### src/rtl/ripadd_sched.sv
`default_nettype none
`timescale 1ns/1ps
// +--------------------------------------------------------------------------+
// | ripadd_sched : time-multiplexed 4-bit ripple-carry adder with a           |
// |                two-requester round-robin front end and tagged response.  |
// | Revision     : 1.0                                                       |
// +--------------------------------------------------------------------------+

module ripadd_slice4 (
  input  logic [3:0] a,
  input  logic [3:0] b,
  input  logic       cin,
  output logic [3:0] sum,
  output logic       cout
);

  logic [4:0] w_c;

  assign w_c[0] = cin;

  for (genvar i = 0; i < 4; i++) begin : g_fa
    assign sum[i]   = a[i] ^ b[i] ^ w_c[i];
    assign w_c[i+1] = (a[i] & b[i]) | (w_c[i] & (a[i] ^ b[i]));
  end

  assign cout = w_c[4];

endmodule

module ripadd_sched #(
  parameter int WIDTH = 16
) (
  input  logic             clk,
  input  logic             rst_n,
  input  logic             req0_valid,
  output logic             req0_ready,
  input  logic [WIDTH-1:0] req0_a,
  input  logic [WIDTH-1:0] req0_b,
  input  logic             req0_cin,
  input  logic             req1_valid,
  output logic             req1_ready,
  input  logic [WIDTH-1:0] req1_a,
  input  logic [WIDTH-1:0] req1_b,
  input  logic             req1_cin,
  output logic             rsp_valid,
  input  logic             rsp_ready,
  output logic [WIDTH-1:0] rsp_sum,
  output logic             rsp_cout,
  output logic             rsp_id,
  output logic             busy
);

  localparam int C_N  = WIDTH / 4;
  localparam int C_KW = (C_N > 1) ? $clog2(C_N) : 1;
  localparam logic [C_KW-1:0] C_K_LAST = C_KW'(C_N - 1);

  typedef enum logic [1:0] {
    ST_IDLE = 2'd0,
    ST_RUN  = 2'd1,
    ST_DONE = 2'd2
  } state_t;

  state_t           r_state;
  logic [WIDTH-1:0] r_a;
  logic [WIDTH-1:0] r_b;
  logic [WIDTH-1:0] r_sum;
  logic [C_KW-1:0]  r_k;
  logic             r_carry;
  logic             r_last_id;
  logic             r_id;
  logic             r_cout;
  logic             r_rsp_valid;

  logic             w_idle;
  logic             w_grant;
  logic             w_accept;
  logic [3:0]       w_a_nib;
  logic [3:0]       w_b_nib;
  logic [3:0]       w_slice_sum;
  logic             w_slice_cout;

  assign w_idle = (r_state == ST_IDLE);

  // On a tie the requester that was not served last wins.
  always_comb begin
    w_grant = 1'b0;
    if (req0_valid && req1_valid) begin
      w_grant = ~r_last_id;
    end else if (req1_valid) begin
      w_grant = 1'b1;
    end
  end

  assign req0_ready = rst_n & w_idle & req0_valid & ~w_grant;
  assign req1_ready = rst_n & w_idle & req1_valid &  w_grant;
  assign w_accept   = req0_ready | req1_ready;

  assign w_a_nib = r_a[{r_k, 2'b00} +: 4];
  assign w_b_nib = r_b[{r_k, 2'b00} +: 4];

  ripadd_slice4 u_slice (
    .a    (w_a_nib),
    .b    (w_b_nib),
    .cin  (r_carry),
    .sum  (w_slice_sum),
    .cout (w_slice_cout)
  );

  always_ff @(posedge clk or negedge rst_n) begin
    if (!rst_n) begin
      r_state     <= ST_IDLE;
      r_a         <= '0;
      r_b         <= '0;
      r_sum       <= '0;
      r_k         <= '0;
      r_carry     <= 1'b0;
      r_last_id   <= 1'b1;
      r_id        <= 1'b0;
      r_cout      <= 1'b0;
      r_rsp_valid <= 1'b0;
    end else begin
      case (r_state)
        ST_IDLE: begin
          if (w_accept) begin
            r_a       <= w_grant ? req1_a   : req0_a;
            r_b       <= w_grant ? req1_b   : req0_b;
            r_carry   <= w_grant ? req1_cin : req0_cin;
            r_id      <= w_grant;
            r_last_id <= w_grant;
            r_k       <= '0;
            r_state   <= ST_RUN;
          end
        end
        ST_RUN: begin
          r_sum[{r_k, 2'b00} +: 4] <= w_slice_sum;
          r_carry                  <= w_slice_cout;
          if (r_k == C_K_LAST) begin
            r_k         <= '0;
            r_cout      <= w_slice_cout;
            r_rsp_valid <= 1'b1;
            r_state     <= ST_DONE;
          end else begin
            r_k <= r_k + C_KW'(1);
          end
        end
        ST_DONE: begin
          if (rsp_ready) begin
            r_rsp_valid <= 1'b0;
            r_state     <= ST_IDLE;
          end
        end
        default: r_state <= ST_IDLE;
      endcase
    end
  end

  assign rsp_valid = r_rsp_valid;
  assign rsp_sum   = r_sum;
  assign rsp_cout  = r_cout;
  assign rsp_id    = r_id;
  assign busy      = ~w_idle;

endmodule

`default_nettype wire

### config.mk
export PLATFORM = sky130hd
export DESIGN_NAME = ripadd_sched
export DESIGN_NICKNAME = d
export VERILOG_FILES = /design/src/rtl/ripadd_sched.sv
export SDC_FILE = /design/constraint.sdc
export NUM_CORES = 1
export LEC_CHECK = 0
export ABC_AREA = 1
export ABC_CLOCK_PERIOD_IN_PS = 3100
export CAP_MARGIN = 20
export CORE_UTILIZATION = 49
export CTS_BUF_LIST = sky130_fd_sc_hd__clkbuf_2 sky130_fd_sc_hd__clkbuf_4 sky130_fd_sc_hd__clkbuf_8
export DETAILED_ROUTE_END_ITERATION = 7
export PLACE_DENSITY = 0.84
export SLEW_MARGIN = 20
export SYNTH_ARGS = -nofsm -noshare
export SYNTH_HDL_FRONTEND = slang
export SYNTH_SLANG_ARGS = --single-unit
### constraint.sdc
create_clock -name clk -period 3.1 [get_ports clk]
set_input_delay 0.31 -clock clk [delete_from_list [all_inputs] [get_ports clk]]
set_output_delay 0.31 -clock clk [all_outputs]
set_load 0.01 [all_outputs]
==> results of run 1 <==
-- what timing repair did --
action                                  CTS  global route
hold endpoints to repair                 23             0
endpoints found under the setup margin    0             0
setup buffers                             0             0
hold buffers                              1             0
-- worst min path at each step --
stage / from / cells after the start / to
after floorplan: rst_n / 0 / r_a[0]
after global placement: rst_n / 2 / rsp_id
after detailed placement: rst_n / 2 / rsp_id
after CTS: r_last_id / 2 / r_last_id
after global routing: r_a[8] / 2 / r_a[8]
final: r_last_id / 2 / r_last_id
-- flip-flops by register name, summed over array words and instances, names as in the netlist --
register   cells
rsp_cout       1
rsp_sum       16
r_b           16
r_last_id      1
r_k            2
r_state        2
rsp_id         1
r_a           16
r_carry        1
rsp_valid      1
-- worst max-delay path: stages, from the launching register on --
cell,delay [ps]
dfrtp_1,550
clkinv_1,190
o21ai_0,110
o22ai_1,120
fa_1,420
inv_1,90
fa_1,190
fa_1,170
inv_1,50
fa_1,530
nand3_1,110
o31ai_1,230
-- layer usage --
metal | wire, um | up-vias | global-route usage
met5 | 0 | - | 0
met4 | 104 | 0 | 0.0930
met3 | 282 | 14 | 0.0522
met2 | 3630 | 75 | 0.408
met1 | 3260 | 1366 | 0.302
li1 | - | 1533 | -
-- power by group --
| part | internal [mW] | leakage [nW] | total (mW) | switching, mW |
|---|---|---|---|---|
| Sequential | 1.07 | 0.729 | 1.27 | 0.198 |
| Combinational | 0.745 | 1.34 | 1.90 | 1.15 |
| Clock | 0.351 | 0.0909 | 0.609 | 0.258 |
-- per-stage QoR --
stage / hold slack (ps) / setup WS [ps] / instance area (um2)
6_report: 474 / 251 / 4260
2_1_floorplan: 14.4 / 320 / 3130
4_1_cts: 476 / 262 / 4260
3_5_place_dp: 336 / 276 / 4070
5_1_grt: 496 / 19.7 / 4260
3_3_place_gp: 333 / 359 / 4070
-- cell usage after synthesis --
library cell	number
dfstp_2	1
inv_4	1
fa_1	4
clkbuf_1	5
nand3_2	1
dfrtp_1	56
nand4_1	7
o31ai_1	5
nor3_1	1
buf_1	1
o21ai_1	9
a21oi_1	8
nand3_1	14
inv_2	4
clkinv_1	3
o21ai_0	28
ha_1	6
buf_4	4
inv_1	19
nor2_1	14
buf_2	4
nand2_2	1
o22ai_1	4
buf_6	3
nand2_4	2
nand2_1	219
nor2_2	2
-- cells by family (layout without fill, tap and decap cells) --
group | count (synthesis) | in the layout
buf+inv | 44 | 139
compound gates | 54 | 54
fa+ha+maj | 10 | 10
flops | 57 | 57
simple gates | 261 | 261
-- layout make-up --
type / instances / area share
clock buffers: 13 / 0.0406
inverters: 27 / 0.0244
repair buffers: 99 / 0.228
flip-flops and latches: 57 / 0.335
multi-input cells: 325 / 0.350
well taps: 75 / 0.0220
==> reports/qor.yml, run 1 <==
syn_inst: 426
antenna_found_initial: 0
grt_overflow: 0
design.core.area_um2: 6030
finalPower_mw: 3.77
arrival_ps: 3080
clk_latency_ps: 330
endpoint: "rsp_sum[7]"
path_clk_slew_ps: 60
reg2reg_slack_ps: 250
max_freq_ghz: 0.351
yosysSeqAreaShare: 0.457
startpoint_type: "flop"
grt_pass1_vias: 2804
htree_num_levels: 3
drv_slew: 0
clock_skew_ps: 7.19
post_drt_wl_per_cell_um: 12.2
period_share: 0.919
num_rows: 28
synth.cell_area_um2: 3130
port_buffers: 92
area_growth_pct: 36.2
gp_congestion: 0.887
grt_pass1_wl_mm: 12.3
die_w_um: 81.9
reg2reg_from: "r_k[1]"
endpoint_kind: "flop"
n_antenna_cell: 0
ir_worst_vdd_v: 0.000436
worstSetupPathType: "flop to flop"
layoutNonFillerInstCount: 596
grtUsageTotal: 0.242
dp_hpwl_mm: 5.66
nNetsFinal: 600
final_common_cell: "nand2_1"
cts_resized: 0
start_util: 0.519
synthSimpleGateAreaFrac: 0.334
ys_warn_count: 0
drt-total-wl_mm: 7.28
final_hold_viol_count: 0
crit_fanout: 13
worstReg2RegEnd: "rsp_sum[7]"
dp.cells: 582
die_height_um: 81.9
synth_nets: 507
cap_violations: 0
period_needed_ps: 2850
grt_start_max_net_pins: 42
final_cell_mix: "nand2_1 (219), clkdlybuf4s50_1 (91), dfrtp_1 (56), o21ai_0 (28), inv_1 (19)"
setup_viol: 0
cts_sinks: 57
synth_seq_cells: 57
rsz0062_at_grt: "no"
cts-root-buf: "clkbuf_8"
multi_input_area_um2: 1490
fill_cells: 483
die-area_um2: 6700
synth_top_family_by_area: "simple AND/OR/NAND/NOR gates"
worstMarginPinSlew_ps: 548
yosys.area.top_type: "dfrtp_1"
first_pass_iters: 4
cts_buffer_depth: 2
ys_types: 27
fin_util: 0.706
drive_above_1_share: 0.0614
static-leakage-power_nw: 2.16
cp.required_ps: 3330
ff_latch_area_um2: 1430
ant_nets: 0
synth.top_cells.by_area: "dfrtp_1 (45%), nand2_1 (26%), o21ai_0 (4.5%)"
cts_made_buffers: 9
synth-xor-area-share: 0
cts_tree: "built"
synth_top_area_share: 0.448
setup_tns_ps: 0
p_per_area_nw_per_um2: 887
io_pins: 93
crit_path_start: "r_k[1]"
drc_errors: 0
drtIter0Drc: 157
synthMuxAreaShare: 0
synth_fa_ha_area_frac: 0.0496
vias: 2988
hp-class: "flop to flop"
synth_compound_area_frac: 0.0921
relSlewSlack: 0.634
routed_via_density: 5.01
status: "complete, no violations"
syn_avg_cell_area_um2: 7.34
rr_worst_depth: 11
(Power assumes the default switching activity.)
==> run 2: changes to the inputs <==
--- a/config.mk
+++ b/config.mk
@@ -8,6 +8,7 @@
 export ABC_AREA = 1
 export ABC_CLOCK_PERIOD_IN_PS = 3100
 export CAP_MARGIN = 20
+export CORE_MARGIN = 5
 export CORE_UTILIZATION = 49
 export CTS_BUF_LIST = sky130_fd_sc_hd__clkbuf_2 sky130_fd_sc_hd__clkbuf_4 sky130_fd_sc_hd__clkbuf_8
 export DETAILED_ROUTE_END_ITERATION = 7
==> run 2 against run 1 <==
Against the previous run: register-to-register slack got worse by 30 ps; sequential cell count did not move; combinational power barely moved; final cell count rose by 1.2%; sequential power barely moved; core utilization fell by 2.2 points.
==> reports/qor.yml, run 2 (synthesis gave the netlist of run 1 again) <==
area_growth_pct: 37.5
status: "complete, no violations"
worstSetupPathType: "flop to flop"
gp_congestion: 0.831
worstMarginPinSlew_ps: 428
path_clk_slew_ps: 60
routed_via_density: 5.00
drt-total-wl_mm: 7.62
die_height_um: 89.9
setup_tns_ps: 0
setup_viol: 0
clock_skew_ps: 5.23
drv_slew: 0
p_clk_frac: 0.173
cap_violations: 0
holdBufCountCts: 0
path_cells: "buf_4, o21ai_0, a21oi_1, a21oi_1, fa_1, fa_1, inv_1, fa_1, nand3_1, o21ai_0"
n_antenna_cell: 0
cts_made_buffers: 9
netSwitchingPower_mw: 1.64
num_rows: 29
final_common_cell: "nand2_1"
cts_tree: "built"
p_comb_frac: 0.499
slowest_stage: "dfrtp_1"
vias: 3015
static-leakage-power_nw: 2.19
arrival_ps: 3100
dp_hpwl_mm: 5.88
crit_fanout: 29
startpoint_type: "flop"
endpoint_kind: "flop"
finalPower_mw: 3.85
ff_latch_area_um2: 1430
io_pins: 93
clk_latency_ps: 340
cp_num_buf_inv: 2
grtUsageTotal: 0.197
path_common_cell: "fa_1"
ant_nets: 0
cp.required_ps: 3320
die_w_um: 89.9
antenna_found_initial: 0
grt_pass1_wl_mm: 13.3
p_per_area_nw_per_um2: 895
rsz0062_at_grt: "no"
internal_power_mw: 2.21
cp_top_family: "adder cells"
relSlewSlack: 0.714
drive_above_1_share: 0.0741
grt_start_max_net_pins: 42
start_util: 0.498
drtIter0Drc: 153
design.core.area_um2: 6280
final_hold_viol_count: 0
p_seq_frac: 0.328
max_stage_delay_ps: 490
grt_overflow: 0
nNetsFinal: 602
hp-class: "primary input to asynchronous set/reset pin"
ir_worst_vdd_v: 0.000515
first_pass_iters: 4
switching_share: 0.426
htree_num_levels: 3
grt_pass1_vias: 2982
cts_buffer_depth: 2
port_buffers: 92
final_cell_mix: "nand2_1 (219), clkdlybuf4s50_1 (91), dfrtp_1 (56), o21ai_0 (28), inv_1 (19)"
multi_input_area_um2: 1490
post_drt_wl_per_cell_um: 12.6
die-area_um2: 8080
cts-root-buf: "clkbuf_8"
drc_errors: 0
period_share: 0.927
period_needed_ps: 2880
max_freq_ghz: 0.348
fill_cells: 531
cts_sinks: 57
## run 2: per-stage QoR
| step | hold WS [ps] | utilization | setup slack [ps] | instances | area (um2) |
|---|---|---|---|---|---|
| 2_1_floorplan | 14.4 | - | 320 | 426 | 3130 |
| 3_3_place_gp | 369 | 0.651 | 302 | 585 | 4080 |
| 3_5_place_dp | 379 | 0.651 | 166 | 585 | 4080 |
| 4_1_cts | 9.35 | 0.682 | 164 | 601 | 4280 |
| 5_1_grt | 36.2 | 0.685 | 17.4 | 603 | 4300 |
| 6_report | 8.08 | 0.685 | 225 | 603 | 4300 |
## run 2: final cells by class
cell class,instances,area share
clock inverter,2,0.00233
timing repair buffer,101,0.229
inverter,27,0.0250
clock buffer,14,0.0434
tap,77,0.0224
multi-input combinational,325,0.346
sequential,57,0.332
## run 2: routing by layer
| metal | GRT usage | up-vias | routed length (um) |
|---|---|---|---|
| met3 | 0.0476 | 20 | 391 |
| met5 | 0 | - | 0 |
| met1 | 0.239 | 1380 | 3310 |
| met2 | 0.324 | 80 | 3720 |
| li1 | - | 1535 | - |
| met4 | 0.103 | 0 | 197 |
## run 2: path summary, 6_finish.rpt
path	end	start	cells after the start	slack (ps)
min reg2reg	r_b[11]	r_b[11]	2	470
min	rsp_sum[13]	rst_n	2	8
max reg2reg	rsp_sum[15]	r_k[0]	10	220
max	rsp_sum[15]	r_k[0]	10	220
max in group asynchronous	r_last_id	rst_n	2	2770
min in group clk	rsp_id	rst_n	4	430
## run 2: power by group through the flow
stage / clock [mW] / combinational (mW) / sequential, mW
finish: 0.666 / 1.92 / 1.26
global route: 0.721 / 2.17 / 1.29
CTS: 0.680 / 1.90 / 1.26
detailed placement: 0 / 1.90 / 1.27
global placement: 0 / 1.81 / 1.26
floorplan: 0 / 1.26 / 1.25
## run 2: repair_timing
action                     CTS  global route
resized for setup            0             1
buffers inserted             0             2
setup endpoints to repair    0             2
## run 2: worst reg2reg max path: cells and delay by family, from the launching register on
kind / cells / cell delay [ps]
DFF: 1 / 490
adders and majority gates: 3 / 1260
and+or+nand+nor: 1 / 130
buffers and inverters: 2 / 400
AOI/OAI and AO/OA: 4 / 460
